===== src/rtl/processor_io_buffer_pkg.sv =====
// Shared configuration for the processor I/O buffer: packet widths,
// default FIFO depths and the packet types used on both sides.
package processor_config;

  localparam int INP_WIDTH = 8;
  localparam int OUT_WIDTH = 8;
  localparam int INP_DEPTH = 8;
  localparam int OUT_DEPTH = 8;

  typedef logic [INP_WIDTH-1:0] inp_pkt_t;
  typedef logic [OUT_WIDTH-1:0] out_pkt_t;

endpackage


===== src/rtl/processor_io_buffer_if.sv =====
// Bundle of every handshake, data and status signal of the I/O buffer.
// slave is the buffer's view; master is the view of whatever surrounds it
// (user, network_source/sink and the flush/status controller).
interface processor_io_buffer_if #(
  parameter int INP_WIDTH = processor_config::INP_WIDTH,
  parameter int OUT_WIDTH = processor_config::OUT_WIDTH,
  parameter int INP_DEPTH = processor_config::INP_DEPTH,
  parameter int OUT_DEPTH = processor_config::OUT_DEPTH
);

  logic                         flush;
  logic                         inp_valid;
  logic [INP_WIDTH-1:0]         inp;
  logic                         inp_ready;
  logic                         src_valid;
  logic [INP_WIDTH-1:0]         src;
  logic                         src_ready;
  logic                         snk_valid;
  logic [OUT_WIDTH-1:0]         snk;
  logic                         snk_ready;
  logic                         out_valid;
  logic [OUT_WIDTH-1:0]         out;
  logic                         out_ready;
  logic [$clog2(INP_DEPTH):0]   inp_count;
  logic [$clog2(OUT_DEPTH):0]   out_count;
  logic                         out_afull;

  modport slave (
    input  flush,
    input  inp_valid, inp,
    output inp_ready,
    output src_valid, src,
    input  src_ready,
    input  snk_valid, snk,
    output snk_ready,
    output out_valid, out,
    input  out_ready,
    output inp_count, out_count, out_afull
  );

  modport master (
    output flush,
    output inp_valid, inp,
    input  inp_ready,
    input  src_valid, src,
    output src_ready,
    output snk_valid, snk,
    input  snk_ready,
    input  out_valid, out,
    output out_ready,
    input  inp_count, out_count, out_afull
  );

endinterface


===== src/rtl/processor_io_buffer_sync_fifo.sv =====
// First-word-fall-through FIFO with wrap-bit pointers. Ready/valid are
// derived only from the registered pointers, so a full FIFO refuses a push
// even when it is being popped in the same cycle (no ready->valid path).
module sync_fifo #(
  parameter int WIDTH = 8,
  parameter int DEPTH = 8
) (
  input  logic                     clk,
  input  logic                     rst,
  input  logic                     clr,
  input  logic                     wr_valid,
  input  logic [WIDTH-1:0]         wr_data,
  output logic                     wr_ready,
  output logic                     rd_valid,
  output logic [WIDTH-1:0]         rd_data,
  input  logic                     rd_ready,
  output logic [$clog2(DEPTH):0]   count
);

  localparam int AW = $clog2(DEPTH);
  localparam logic [AW:0] PTR_ONE = {{AW{1'b0}}, 1'b1};

  if (DEPTH < 2 || (DEPTH & (DEPTH - 1)) != 0) begin : g_bad_depth
    $error("sync_fifo: DEPTH must be a power of two and at least 2");
  end
  if (WIDTH < 1) begin : g_bad_width
    $error("sync_fifo: WIDTH must be at least 1");
  end

  logic [WIDTH-1:0] mem [DEPTH];
  logic [AW:0]      wptr;
  logic [AW:0]      rptr;
  logic             empty;
  logic             full;
  logic             push;
  logic             pop;

  assign empty    = (wptr == rptr);
  assign full     = (wptr[AW-1:0] == rptr[AW-1:0]) && (wptr[AW] != rptr[AW]);
  assign wr_ready = !full;
  assign rd_valid = !empty;
  assign push     = wr_valid && !full;
  assign pop      = rd_ready && !empty;
  assign count    = wptr - rptr;
  assign rd_data  = mem[rptr[AW-1:0]];

  // Pointer update: reset beats clear, clear beats any transfer.
  always_ff @(posedge clk) begin
    if (rst) begin
      wptr <= '0;
      rptr <= '0;
    end else if (clr) begin
      wptr <= '0;
      rptr <= '0;
    end else begin
      if (push) wptr <= wptr + PTR_ONE;
      if (pop)  rptr <= rptr + PTR_ONE;
    end
  end

  // Storage write; contents are left as-is on reset or clear.
  always_ff @(posedge clk) begin
    if (!rst && !clr && push) mem[wptr[AW-1:0]] <= wr_data;
  end

endmodule


===== src/rtl/processor_io_buffer.sv =====
// Decoupling stage between the user and the network: an input FIFO feeding
// network_source and an output FIFO filled by network_sink. out_afull lets
// the surrounding controller hold the source before the sink backs up.
module processor_io_buffer #(
  parameter int INP_WIDTH = processor_config::INP_WIDTH,
  parameter int OUT_WIDTH = processor_config::OUT_WIDTH,
  parameter int INP_DEPTH = processor_config::INP_DEPTH,
  parameter int OUT_DEPTH = processor_config::OUT_DEPTH,
  parameter int OUT_AFULL = OUT_DEPTH - 2
) (
  input  logic                   clk,
  input  logic                   rst,
  processor_io_buffer_if.slave   bus
);

  localparam int OCW = $clog2(OUT_DEPTH) + 1;

  if (OUT_AFULL < 1 || OUT_AFULL > OUT_DEPTH) begin : g_bad_afull
    $error("processor_io_buffer: OUT_AFULL must lie in 1..OUT_DEPTH");
  end

  sync_fifo #(
    .WIDTH (INP_WIDTH),
    .DEPTH (INP_DEPTH)
  ) u_inp_fifo (
    .clk      (clk),
    .rst      (rst),
    .clr      (bus.flush),
    .wr_valid (bus.inp_valid),
    .wr_data  (bus.inp),
    .wr_ready (bus.inp_ready),
    .rd_valid (bus.src_valid),
    .rd_data  (bus.src),
    .rd_ready (bus.src_ready),
    .count    (bus.inp_count)
  );

  sync_fifo #(
    .WIDTH (OUT_WIDTH),
    .DEPTH (OUT_DEPTH)
  ) u_out_fifo (
    .clk      (clk),
    .rst      (rst),
    .clr      (bus.flush),
    .wr_valid (bus.snk_valid),
    .wr_data  (bus.snk),
    .wr_ready (bus.snk_ready),
    .rd_valid (bus.out_valid),
    .rd_data  (bus.out),
    .rd_ready (bus.out_ready),
    .count    (bus.out_count)
  );

  // Count comes straight from the pointer registers, so this is registered-state only.
  assign bus.out_afull = (bus.out_count >= OCW'(OUT_AFULL));

endmodule


===== src/flat_wrapper.sv =====
// flat-port wrapper written by rule: the top's interface ports become plain ports
module processor_io_buffer_flat 
#(
  parameter int INP_WIDTH = processor_config::INP_WIDTH,
  parameter int OUT_WIDTH = processor_config::OUT_WIDTH,
  parameter int INP_DEPTH = processor_config::INP_DEPTH,
  parameter int OUT_DEPTH = processor_config::OUT_DEPTH,
  parameter int OUT_AFULL = OUT_DEPTH - 2
)
  (clk, rst, bus_flush, bus_inp_valid, bus_inp, bus_inp_ready, bus_src_valid, bus_src, bus_src_ready, bus_snk_valid, bus_snk, bus_snk_ready, bus_out_valid, bus_out, bus_out_ready, bus_inp_count, bus_out_count, bus_out_afull);
  processor_io_buffer_if #(.INP_WIDTH(INP_WIDTH), .OUT_WIDTH(OUT_WIDTH), .INP_DEPTH(INP_DEPTH), .OUT_DEPTH(OUT_DEPTH)) bus_i ();
  input  logic clk;
  input  logic rst;
  input wire logic [$bits(bus_i.flush)-1:0] bus_flush;
  input wire logic [$bits(bus_i.inp_valid)-1:0] bus_inp_valid;
  input wire logic [$bits(bus_i.inp)-1:0] bus_inp;
  output wire logic [$bits(bus_i.inp_ready)-1:0] bus_inp_ready;
  output wire logic [$bits(bus_i.src_valid)-1:0] bus_src_valid;
  output wire logic [$bits(bus_i.src)-1:0] bus_src;
  input wire logic [$bits(bus_i.src_ready)-1:0] bus_src_ready;
  input wire logic [$bits(bus_i.snk_valid)-1:0] bus_snk_valid;
  input wire logic [$bits(bus_i.snk)-1:0] bus_snk;
  output wire logic [$bits(bus_i.snk_ready)-1:0] bus_snk_ready;
  output wire logic [$bits(bus_i.out_valid)-1:0] bus_out_valid;
  output wire logic [$bits(bus_i.out)-1:0] bus_out;
  input wire logic [$bits(bus_i.out_ready)-1:0] bus_out_ready;
  output wire logic [$bits(bus_i.inp_count)-1:0] bus_inp_count;
  output wire logic [$bits(bus_i.out_count)-1:0] bus_out_count;
  output wire logic [$bits(bus_i.out_afull)-1:0] bus_out_afull;
  assign bus_i.flush = bus_flush;
  assign bus_i.inp_valid = bus_inp_valid;
  assign bus_i.inp = bus_inp;
  assign bus_inp_ready = bus_i.inp_ready;
  assign bus_src_valid = bus_i.src_valid;
  assign bus_src = bus_i.src;
  assign bus_i.src_ready = bus_src_ready;
  assign bus_i.snk_valid = bus_snk_valid;
  assign bus_i.snk = bus_snk;
  assign bus_snk_ready = bus_i.snk_ready;
  assign bus_out_valid = bus_i.out_valid;
  assign bus_out = bus_i.out;
  assign bus_i.out_ready = bus_out_ready;
  assign bus_inp_count = bus_i.inp_count;
  assign bus_out_count = bus_i.out_count;
  assign bus_out_afull = bus_i.out_afull;
  processor_io_buffer #(.INP_WIDTH(INP_WIDTH), .OUT_WIDTH(OUT_WIDTH), .INP_DEPTH(INP_DEPTH), .OUT_DEPTH(OUT_DEPTH), .OUT_AFULL(OUT_AFULL)) u_core (.clk(clk), .rst(rst), .bus(bus_i));
endmodule

===== config.mk =====
export PLATFORM = sky130hd
export DESIGN_NAME = processor_io_buffer_flat
export DESIGN_NICKNAME = d
export VERILOG_FILES = /design/src/rtl/processor_io_buffer_pkg.sv /design/src/rtl/processor_io_buffer_if.sv /design/src/rtl/processor_io_buffer_sync_fifo.sv /design/src/rtl/processor_io_buffer.sv /design/src/flat_wrapper.sv
export SDC_FILE = /design/constraint.sdc
export NUM_CORES = 1
export LEC_CHECK = 0
export BUFFER_PORTS_ARGS = -buffer_cell sky130_fd_sc_hd__buf_2
export CAP_MARGIN = 0
export CORE_MARGIN = 2
export CORE_UTILIZATION = 56
export CTS_BUF_LIST = sky130_fd_sc_hd__clkbuf_4
export DETAILED_ROUTE_END_ITERATION = 16
export MAX_ROUTING_LAYER = met4
export PLACE_DENSITY_LB_ADDON = 0.1
export SLEW_MARGIN = 30
export SYNTH_ARGS = -nofsm -noshare
export SYNTH_HDL_FRONTEND = slang
export SYNTH_HIERARCHICAL = 1
export SYNTH_SLANG_ARGS = --single-unit

===== constraint.sdc =====
create_clock -name clk -period 2.3 [get_ports clk]
set_input_delay 0.69 -clock clk [delete_from_list [all_inputs] [get_ports clk]]
set_output_delay 0.69 -clock clk [all_outputs]
set_load 0.02 [all_outputs]

### Word-level counts from Yosys, hierarchy flattened

Memories as Yosys holds them, arrays and structs flattened. A register that Yosys moved wholly into a read port is not among the register bits.
Cells that the tools add are included.
Widths: inputs -> output; s select.

| storage, ports and cells | value |
|---|---|
| register bits after elaboration | 16 |
| bits in writable memories | 128 |
| input bits | 23 |
| word-level logic and storage cells | 43 |
| memories kept | 2 |

| cells by class | value |
|---|---|
| add/subtract/negate cells | 6 |
| order comparisons | 1 |
| equality and inequality tests | 6 |
| muxes and demuxes | 8 |
| reduce and logical (&&, ||, !) cells | 16 |

Memory list:

| memory | depth | width | rd ports | clocked after Yosys merged registers in | write ports | line | text |
|---|---|---|---|---|---|---|---|
| u_core.u_inp_fifo.mem | 8 | 8 | 1 | 1 | 1 | processor_io_buffer_sync_fifo.sv:30 | `logic [WIDTH-1:0] mem [DEPTH];` |
| u_core.u_out_fifo.mem | 8 | 8 | 1 | 1 | 1 | processor_io_buffer_sync_fifo.sv:30 |  |

Operator list:

| cell | count |
|---|---|
| $add 4x1->4 const B | 4 |
| $mux 3 | 4 |
| $logic_and 1x1->1 | 9 |
| $eq 4x4->1 | 2 |
| $sub 4x4->4 | 2 |
| $eq 3x3->1 | 2 |
| $logic_not 1->1 | 6 |
| $ge 4x3->1 const B | 1 |
| $mux 1 | 4 |
| $ne 1x1->1 | 2 |
| $reduce_or 2->1 | 1 |

### Logic depth before layout (Yosys ltp)

Gate-level depths: netlist of run 1.

| logic depth | value |
|---|---|
| depth in word-level cells | 7 |
| mapped depth | 7 |

### Cells and area by module

Netlist of run 1, hierarchy kept.

Modules (own cells, without submodules):

| module | instances | cells an instance | area each (um^2) |
|---|---|---|---|
| sync_fifo | 2 | 171 | 3111.7 |
| processor_io_buffer | 1 | 1 | 7.5 |

### Least setup slack after synthesis of run 1

Ideal clock, no wire load.

| timing path | value |
|---|---|
| path type | input port to flip-flop |
| start point | in bus_flush |
| end point | mem u_core.u_inp_fifo.mem[0][0] (enable) |
| setup time | 383 ps |
| arrival time | 2042 ps |
| slack | -125 ps |
| cell stages on the path | 4 |
| buffers on the path | 1 |
| cell sequence | or2_1 clkbuf_1 or3_4 nor3_1 |

| on the way | value |
|---|---|
| longest elaborated chain between the ends | 5 |

RTL lines:

| element | line | text |
|---|---|---|
| start: declaration | flat_wrapper.sv:14 | `input wire logic [$bits(bus_i.flush)-1:0] bus_flush;` |
| $logic_not 1->1 | processor_io_buffer_sync_fifo.sv:63 | `if (!rst && !clr && push) mem[wptr[AW-1:0]] <= wr_data;` |
| $logic_and 1x1->1 (2 in a row) | processor_io_buffer_sync_fifo.sv:63 |  |
| $mux 1 | processor_io_buffer_sync_fifo.sv:63 |  |
| $mux 1 (not written as such) | processor_io_buffer_sync_fifo.sv:63 |  |
| end: declaration | processor_io_buffer_sync_fifo.sv:30 |  |

Every way passes these cells.

==> impl_metrics.tcl, run 1 <==
set metrics [dict create \
    slowest_delay_ns 0.51 \
    grt_pass1_vias 3456 \
    drc 0 \
    setup_tns_ns -7.42 \
    synthCells 343 \
    num-nets-final 480 \
    io_buffer_count 51 \
    final_cell_mix "edfxtp_1 (128), buf_4 (44), mux4_2 (32), nor2_1 (26), buf_2 (24)" \
    seq_power_share_pct 59.6 \
    rows 38 \
    layoutNonFillerInstCount 597 \
    tightest_slew_ns 0.576 \
    synth_cell_type_count 30 \
    area_growth_pct 21.6 \
    io_pins 52 \
    gp_congestion 0.794 \
    setup_slack_ns -0.405 \
    hp-class "in2reg" \
    numCtsBuffers 17 \
    ys_seq_elements 150 \
    crit_slowest_cell "mux4_2" \
    peakVddDrop_uv 315 \
    vias 3317 \
    hold_violations 0 \
    max_cap_violations 0 \
    placed_area_um2 6880 \
    seq_area_frac_synth_pct 68.8 \
    violations "setup timing" \
    clock_path_buffers 2 \
    finalCritPeriodShare_pct 118 \
    max_slew_margin_pct 61.5 \
    ys_warn_count 6 \
    p_int_mw 3.94 \
    core_area_um2 10800 \
    cp_data_required_time_ns 1.61 \
    worstSkewPairLatency_ns 0.53 \
    antenna_found_initial 0 \
    place_hpwl_um 7350 \
    drtAntennaViolNets 0 \
    powerDensity_nw_per_um2 657 \
    grt_pass1_wl_um 18200 \
    reg2regPathDepth 8 \
    drt_iter0_markers 207 \
    avgSynthCellArea_um2 18.2 \
    timing.rr.start "u_core/u_inp_fifo/rptr[2]" \
    layout-drive-gt1-share_pct 49.0 \
    hold_end "u_core/u_inp_fifo/mem[5][6]" \
    total_power_mw 4.97 \
    die_w_um 109 \
    synth.cell_area_um2 6230 \
    dieArea_um2 12000 \
    switching_power_mw 1.04 \
    start_util_pct 57.5 \
    mappedNetlistNets 378 \
    holdPathStages 1 \
    power_frac_comb_pct 5.4 \
    final_area_um2 7580 \
    clock_skew_ns 0.0247 \
    p_clk_share_pct 35.0 \
    endpoint_kind "primary output" \
    fmax_mhz 370 \
    cts_root_buffer "clkbuf_4" \
    rsz0062_at_grt "true" \
    die_y_um 109 \
    grt_remaining_overflow 0 \
    clk_pin_slew_ns 0.12 \
    crit_path_start_kind "flop" \
    status "finished with violations" \
    final_common_cell "edfxtp_1" \
    worst-setup-path-type "reg2out" \
    drv_slew 0 \
    hold_start "bus_inp[6]" \
    htreeDepth 4 \
    wl_um 11800 \
    sw_frac_of_total_pct 20.9 \
    critPathMaxFanout 8 \
    clock-sinks 150 \
    arrival_ns 2.02 \
    diodes 0 \
    groute.usage.overall_pct 22.1 \
    place_inst 552 \
    fin_crit_ns 2.71 \
    timing.rr.end "u_core/u_inp_fifo/mem[2][7]" \
    avgViaCountPerCell 5.56 \
    grt_max_degree 17 \
    p_leak_nw 2.65 \
    holdBufCountCts 0 \
    cp_cell_sequence "buf_12, mux4_2, mux2_4, buf_6" \
    cts_tree "done" \
    first_pass_iters 4 \
    finalSetupViolCount 27 \
    post_drt_wl_per_cell_um 19.8 \
    regToRegSetupSlack_ns 0.26 \
]
-- kinds of logic (layout without fill, tap and decap cells) --
logic type / after synthesis / count (layout) / synth area share [%]
multiplexers: 48 / 48 / 16.1
AND/OR/NAND/NOR: 66 / 66 / 5.10
buffers and inverters: 28 / 142 / 2.49
adder cells (fa/ha/maj): 12 / 12 / 2.65
flip-flops: 150 / 150 / 68.8
XOR/XNOR: 18 / 18 / 2.77
AO/OA/AOI/OAI: 21 / 21 / 2.09
-- cell type report --
| cell class | instances | area, µm² |
|---|---|---|
| clock buffer | 17 | 128 |
| clock inverter | 14 | 185 |
| fill | 736 | 3260 |
| inverter | 14 | 52.6 |
| multi-input combinational | 165 | 1880 |
| sequential | 150 | 4310 |
| tap | 140 | 175 |
| timing repair buffer | 97 | 845 |
-- flip-flops by register name, summed over array words and instances, names as in the netlist, named ones only --
register and cells:
u_core/u_out_fifo/mem 64, u_core/u_inp_fifo/rptr 4, u_core/u_inp_fifo/wptr 4, u_core/u_inp_fifo/mem 64, u_core/u_out_fifo/rptr 4, u_core/u_out_fifo/wptr 4
-- metrics by stage --
stage          hold slack (ns)  setup WS [ns]  utilization (%)
3_5_place_dp             0.502         0.0610             63.4
4_1_cts                  0.378         -0.476             69.4
3_3_place_gp             0.498         0.0866             63.4
2_1_floorplan            0.477         0.0226                -
6_report                 0.428         -0.405             69.9
5_1_grt                  0.376         -0.506             69.9
-- cell usage after synthesis, drive strengths merged --
cell type  count  area, µm²
o211ai         4       30.0
xnor2         12        120
nand3          8       40.0
and3           2       12.5
nor3           4       20.0
a21oi          8       40.0
nand2b         2       12.5
mux4          32        826
a21o           3       22.5
nand4          4       25.0
buf            8       80.1
ha            10        125
mux2          16        180
o21ai          6       37.5
nor2          26       97.6
clkbuf         6       22.5
or2            2       12.5
edfxtp       128       3840
or3            4       45.0
xor2           6       52.6
dfxtp         22        440
inv           14       52.6
fa             2       40.0
nand2         14       52.6
-- per-layer routing --
metal | part of all wire [%] | GRT usage (%) | up-vias
met4 | 2.0 | 9.31 | 0
met3 | 4.1 | 5.10 | 22
met2 | 48 | 32.3 | 83
met5 | 0 | - | -
li1 | - | - | 1530
met1 | 45 | 30.4 | 1682
-- critical path: cells and delay by family, from the launching register on --
kind	cells	cell delay (ns)
buffers and inverters	2	0.28
flip-flops	1	0.41
multiplexers	2	0.80
-- power by group through the flow --
stage	registers, mW	clock network (mW)	logic, mW
after floorplan	3.03	0	0.118
after global placement	3.03	0	0.206
after detailed placement	3.03	0	0.213
after CTS	2.97	1.78	0.268
after global routing	2.97	1.88	0.292
final	2.97	1.74	0.269
-- what timing repair did --
action / 4_1_cts / 5_1_grt
setup endpoints to repair: 27 / 27
resized for setup: 130 / 6
pin swaps: 13 / 7
cloned: 2 / 0
buffers inserted: 8 / 4
-- how the worst max path moves through the flow --
stage / endpoint / slack, ns
2_1_floorplan: bus_out_afull / 0.02
3_3_place_gp: bus_src[7] / 0.09
3_5_place_dp: bus_src[7] / 0.06
4_1_cts: bus_src[7] / -0.48
5_1_grt: bus_src[7] / -0.51
6_report: bus_src[7] / -0.41
Note: power is estimated with default switching activity, not from simulation.
==> run 2, diff against run 1 <==
--- a/config.mk
+++ b/config.mk
@@ -5,9 +5,9 @@
 export SDC_FILE = /design/constraint.sdc
 export NUM_CORES = 1
 export LEC_CHECK = 0
+export ABC_AREA = 1
 export BUFFER_PORTS_ARGS = -buffer_cell sky130_fd_sc_hd__buf_2
 export CAP_MARGIN = 0
-export CORE_MARGIN = 2
 export CORE_UTILIZATION = 56
 export CTS_BUF_LIST = sky130_fd_sc_hd__clkbuf_4
 export DETAILED_ROUTE_END_ITERATION = 16
==> constraint.sdc (replaced) <==
create_clock -name clk -period 2.3 [get_ports clk]
set_input_delay 0.69 -clock clk [delete_from_list [all_inputs] [get_ports clk]]
set_output_delay 0.69 -clock clk [all_outputs]
set_load 0.005 [all_outputs]
==> run 2 against run 1 <==
  * The run still ends with setup timing left
  * Wire length rose by 24%
  * Sequential share of layout area fell by 5.2 points
  * First-iteration DRC count grew 24%
  * Global-route usage is 3.9 points higher
  * Clock power shrank 13%
  * Register-to-register slack better by 0.15 ns
  * Clock skew down 0.0021 ns
  * Combinational power up 88%
  * Area after synthesis is 4.4% higher
  * Core utilization up 3.6 points
==> impl_metrics.tcl, run 2 <==
set metrics [dict create \
    grt_pass1_vias 4374 \
    drc 0 \
    core_area_um2 11400 \
    violations "setup timing" \
    num-nets-final 748 \
    grt-busiest-layer "met2" \
    grt_remaining_overflow 0 \
    synth-xor-area-share_pct 1.08 \
    finalSetupViolCount 26 \
    max_slew_margin_pct 72.4 \
    dieArea_um2 12100 \
    numCtsBuffers 17 \
    drv_slew 0 \
    yosysMostFrequentCell "edfxtp_1" \
    start_util_pct 57.2 \
    peakVddDrop_uv 455 \
    drtAntennaViolNets 0 \
    finalCritPeriodShare_pct 113 \
    antenna_found_initial 0 \
    slowest_delay_ns 0.53 \
    p_clk_share_pct 30.2 \
    seq_area_frac_synth_pct 65.8 \
    synth-async-reset-ratio_pct 0 \
    powerDensity_nw_per_um2 597 \
    yosysTopAreaCellShare_pct 59.1 \
    cp_num_buf_inv 3 \
    drt_iter0_markers 256 \
    final_cell_mix "edfxtp_1 (128), nor2_1 (96), nand2_1 (77), o21ai_1 (59), buf_4 (51)" \
    gp_congestion 0.771 \
    first_pass_iters 4 \
    setup_slack_ns -0.302 \
    critPathMaxFanout 2 \
    area_growth_pct 28.5 \
    power_frac_comb_pct 10.1 \
    p_leak_nw 3.18 \
    grt_max_degree 33 \
    cts_tree "done" \
    endpoint_kind "primary output" \
    rows 39 \
    diodes 0 \
    cts_root_buffer "clkbuf_4" \
    p_int_mw 3.84 \
    hp-class "in2reg" \
    reg2regPathDepth 12 \
    synth_fa_ha_area_share_pct 2.54 \
    yosys-top-cells-count "edfxtp_1 (128), nor2_1 (125), nand2_1 (79)" \
    synth_area_leaders "edfxtp_1 (59%), nor2_1 (7.2%), dfxtp_1 (6.8%)" \
    layout-drive-gt1-share_pct 38.2 \
    synth.cell_area_um2 6510 \
    die_y_um 110 \
    fin_crit_ns 2.60 \
    worstSkewPairLatency_ns 0.56 \
    hold_start "bus_inp[5]" \
    fillers 764 \
    htreeDepth 4 \
    grt_use_met2_pct 43.8 \
    final_common_cell "edfxtp_1" \
    mappedNetlistNets 624 \
    status "finished with violations" \
    synth_top_family_by_area "simple AND/OR/NAND/NOR gates" \
    clock_path_buffers 2 \
    post_drt_wl_per_cell_um 16.9 \
    clk_pin_slew_ns 0.13 \
    use_met3_pct 6.16 \
    ys_warn_count 6 \
    seq_power_share_pct 59.7 \
    max_cap_violations 0 \
    worst-setup-path-type "reg2out" \
    io_buffer_count 51 \
    synthCells 589 \
    rsz0062_at_grt "true" \
    hold_end "u_core/u_inp_fifo/mem[7][5]" \
    vias 4678 \
    clock-sinks 150 \
    hold_violations 0 \
    synth_mux_area_share_pct 0 \
    clock_skew_ns 0.0226 \
    met1_usage_pct 30.0 \
    cp_data_required_time_ns 1.61 \
    die_w_um 110 \
    sw_frac_of_total_pct 23.0 \
    crit_slowest_cell "fa_2" \
    tightest_slew_ns 0.414 \
    critPathTopFamily "adder cells" \
    setup_tns_ns -3.46 \
    yosys.area_share.simple_pct 17.1 \
    synth_top_area_cell "edfxtp_1" \
    synth_cell_type_count 32 \
    avgSynthCellArea_um2 11.0 \
    ys_seq_elements 150 \
    cp_cell_sequence "inv_2, ha_4, fa_2, inv_2, nand2_2, nand2_2, buf_6" \
    holdPathStages 1 \
    io_pins 52 \
    crit_path_start_kind "flop" \
    fmax_mhz 384 \
    ys.flop_type "edfxtp_1" \
    grt_pass1_wl_um 21700 \
    dp_slack_ns 0.0842 \
    arrival_ns 1.91 \
    avgViaCountPerCell 5.38 \
    groute.usage.overall_pct 26.0 \
    switching_power_mw 1.15 \
    timing.rr.end "u_core/u_out_fifo/mem[2][3]" \
    regToRegSetupSlack_ns 0.41 \
    timing.rr.start "u_core/u_out_fifo/rptr[2]" \
    wl_um 14600 \
    place_hpwl_um 8130 \
    synth_edf_count 128 \
    synth_compound_area_share_pct 8.96 \
]
[run 2: how the worst max path moves through the flow]
stage,from,end,slack (ns),cells past startpoint
floorplan,u_core/u_out_fifo/wptr[0],u_core/u_out_fifo/mem[5][0],0.17,7
global placement,u_core/u_out_fifo/rptr[2],bus_out_afull,0.17,8
detailed placement,u_core/u_out_fifo/rptr[2],bus_out_afull,0.08,8
CTS,u_core/u_out_fifo/rptr[0],bus_out_afull,-0.31,6
global route,flop,bus_src[0],-0.38,8
finish,u_core/u_out_fifo/wptr[0],bus_out_afull,-0.30,7
[run 2: worst register-to-register path: cells and delay by family, from the launching register on]
family	cells	cell delay [ns]
buffers and inverters	5	0.54
and+or+nand+nor	6	0.45
DFF	1	0.36
adders and majority gates	1	0.28
[run 2: stage by stage]
| step | cell area (µm²) | std cells | power (mW) | utilization, % | hold WS, ns |
|---|---|---|---|---|---|
| 2_1_floorplan | 6510 | 589 | 3.24 | - | 0.492 |
| 3_3_place_gp | 7040 | 794 | 3.37 | 61.9 | 0.514 |
| 3_5_place_dp | 7040 | 794 | 3.38 | 61.9 | 0.520 |
| 4_1_cts | 8180 | 863 | 4.97 | 71.9 | 0.368 |
| 5_1_grt | 8360 | 869 | 5.16 | 73.5 | 0.379 |
| 6_report | 8360 | 869 | 4.99 | 73.5 | 0.396 |
[run 2: layout make-up]
type                    instances  area, µm²  area share, %
flip-flops and latches        150       4320           51.6
multi-input cells             387       2280           27.3
repair buffers                127       1180           14.1
well taps                     143        179           2.14
clock buffers                  19        143           1.71
inverters                      30        141           1.69
clock inverters                13        114           1.36
[run 2: logic make-up (layout without fill, tap and decap cells)]
| kind of cell | Yosys count | in the layout |
|---|---|---|
| compound gates | 115 | 115 |
| xor+xnor | 8 | 8 |
| fa+ha+maj | 12 | 12 |
| buf+inv | 52 | 189 |
| flops | 150 | 150 |
| simple gates | 252 | 252 |
[run 2: power by group through the flow]
stage / logic [mW] / clock network, mW / registers, mW
final: 0.505 / 1.51 / 2.98
after global routing: 0.555 / 1.62 / 2.98
after CTS: 0.469 / 1.53 / 2.98
after detailed placement: 0.342 / 0 / 3.04
after global placement: 0.331 / 0 / 3.04
after floorplan: 0.204 / 0 / 3.04
[run 2: what timing repair did]
action                     4_1_cts  5_1_grt
cloned                           9        2
gates resized for setup        142       41
setup buffers                   28        7
setup endpoints to repair       27       27
pin swaps                       57       42
hold buffers                     0        0
[run 2: layer usage]
metal / up-vias / part of all wire (%)
li1: 2274 / -
met3: 24 / 6.0
met4: 0 / 1.8
met2: 141 / 53
met1: 2239 / 39
met5: - / 0
==> run 3, diff against run 2 <==
--- a/config.mk
+++ b/config.mk
@@ -8,7 +8,7 @@
 export ABC_AREA = 1
 export BUFFER_PORTS_ARGS = -buffer_cell sky130_fd_sc_hd__buf_2
 export CAP_MARGIN = 0
-export CORE_UTILIZATION = 56
+export CORE_UTILIZATION = 60
 export CTS_BUF_LIST = sky130_fd_sc_hd__clkbuf_4
 export DETAILED_ROUTE_END_ITERATION = 16
 export MAX_ROUTING_LAYER = met4
==> constraint.sdc (replaced) <==
create_clock -name clk -period 2.7 [get_ports clk]
set_input_delay 0.81 -clock clk [delete_from_list [all_inputs] [get_ports clk]]
set_output_delay 0.81 -clock clk [all_outputs]
set_load 0.005 [all_outputs]
==> run 3 against run 2 <==
  * The flow still finishes with violations (setup timing)
  * Clock power fell by 7%
  * Core utilization fell by 1.8 points
  * Clock-buffer cell count fell by 1
  * Power fell by 15%
  * Worst setup slack improved by 0.29 ns
  * Critical path depth did not move
==> impl_metrics.tcl, run 3 (synthesis results as in run 2) <==
set metrics [dict create \
    htreeDepth 4 \
    endpoint_kind "primary output" \
    cp_data_required_time_ns 1.89 \
    io_buffer_count 51 \
    cts_root_buffer "clkbuf_4" \
    holdBufCountCts 0 \
    die_y_um 106 \
    wl_um 12300 \
    finalCritPeriodShare_pct 100 \
    avgViaCountPerCell 5.36 \
    drv_slew 0 \
    rsz0062_at_grt "true" \
    violations "setup timing" \
    path_common_cell "nand2_1" \
    status "finished with violations" \
    grt_pass1_vias 4173 \
    dp_slack_ns 0.312 \
    diodes 0 \
    fin_crit_ns 2.71 \
    worst-setup-path-type "reg2out" \
    p_leak_nw 2.83 \
    start_util_pct 62.5 \
    rows 37 \
    crit_slowest_cell "fa_2" \
    gp_congestion 0.853 \
    peakVddDrop_uv 466 \
    cp_cell_sequence "inv_4, ha_4, fa_2, inv_2, nand2_1, nand2_1, buf_2" \
    multi_input_area_um2 2020 \
    critPathMaxFanout 2 \
    drt_iter0_markers 284 \
    first_pass_iters 5 \
    grt_max_degree 33 \
    place_inst 778 \
    antenna_found_initial 0 \
    core_area_um2 10400 \
    layout-drive-gt1-share_pct 26.4 \
    fmax_mhz 369 \
    powerDensity_nw_per_um2 567 \
    vias 4386 \
    fin_hold_ws_ns 0.530 \
    clock-sinks 150 \
    clock_path_buffers 2 \
    setup_slack_ns -0.0118 \
    die_w_um 106 \
    num-nets-final 706 \
    cts_tree "done" \
    grt_remaining_overflow 0 \
    clk_pin_slew_ns 0.12 \
    final_cell_mix "edfxtp_1 (128), nor2_1 (125), nand2_1 (79), o21ai_1 (57), buf_2 (51)" \
    area_growth_pct 14.8 \
    slowest_delay_ns 0.55 \
    hp-class "reg2reg" \
    dieArea_um2 11300 \
    crit_path_start_kind "flop" \
    drtAntennaViolNets 0 \
    io_pins 52 \
    worstSkewPairLatency_ns 0.50 \
    clock_skew_ns 0.0207 \
    finalSetupViolCount 1 \
    numCtsBuffers 17 \
    max_slew_margin_pct 73.9 \
    layoutNonFillerInstCount 819 \
    tightest_slew_ns 0.390 \
    max_cap_violations 0 \
    groute.usage.overall_pct 23.8 \
    fillers 740 \
    regArea_um2 4320 \
    post_drt_wl_per_cell_um 15.1 \
    grt_pass1_wl_um 19500 \
    arrival_ns 1.90 \
    hold_violations 0 \
    final_common_cell "edfxtp_1" \
    drc 0 \
    place_hpwl_um 7640 \
]
-- run 3: report_power, final --
part	internal, mW	total [mW]	switching, mW
sequential	2.52	2.53	0.0126
combinational	0.117	0.304	0.187
clock	0.647	1.40	0.749
total	3.29	4.23	0.949
-- run 3: path summary, 6_finish.rpt --
check / startpoint / endpoint / slack [ns] / depth (start not counted)
worst min-delay path: u_core/u_inp_fifo/rptr[3] / u_core/u_inp_fifo/rptr[3] / 0.53 / 2
worst max register to register: u_core/u_out_fifo/rptr[1] / u_core/u_out_fifo/mem[0][1] / 0.86 / 11
worst min register to register: u_core/u_inp_fifo/rptr[3] / u_core/u_inp_fifo/rptr[3] / 0.53 / 2
worst max-delay path: u_core/u_out_fifo/wptr[0] / bus_out_afull / -0.01 / 7
-- run 3: timing repair --
item                                    CTS  global route
buffers inserted                          6             4
gates cloned                              0             0
endpoints found under the setup margin    7            22
pin swaps                                 1             7
resized for setup                        22            31
-- run 3: per-stage QoR --
step,utilization [%],TNS [ns],power [mW],instance area [µm²]
4_1_cts,70.4,-0.0357,4.25,7340
6_report,71.7,-0.0118,4.23,7470
3_5_place_dp,66.6,0,2.87,6940
2_1_floorplan,-,0,2.76,6510
5_1_grt,71.7,-0.166,4.42,7470
3_3_place_gp,66.6,0,2.86,6940
-- run 3: cell type report --
type | instances | area share (%)
Clock buffer | 18 | 1.81
Clock inverter | 13 | 2.09
Inverter | 30 | 1.74
Multi-Input combinational cell | 387 | 27.1
Sequential cell | 150 | 57.8
Tap cell | 136 | 2.28
Timing Repair Buffer | 85 | 7.22
-- run 3: layer usage --
metal | global-route usage (%) | vias up | wire, µm
met5 | - | - | 0
met1 | 28.1 | 2053 | 5060
met3 | 6.19 | 16 | 677
met2 | 39.3 | 132 | 6440
met4 | 9.33 | 0 | 159
li1 | - | 2185 | -
-- run 3: critical path: cells and delay by family (launching register included) --
family        cells  cell delay, ns
simple gates      2            0.10
flops             1            0.38
fa+ha+maj         2            0.71
buf+inv           3            0.21
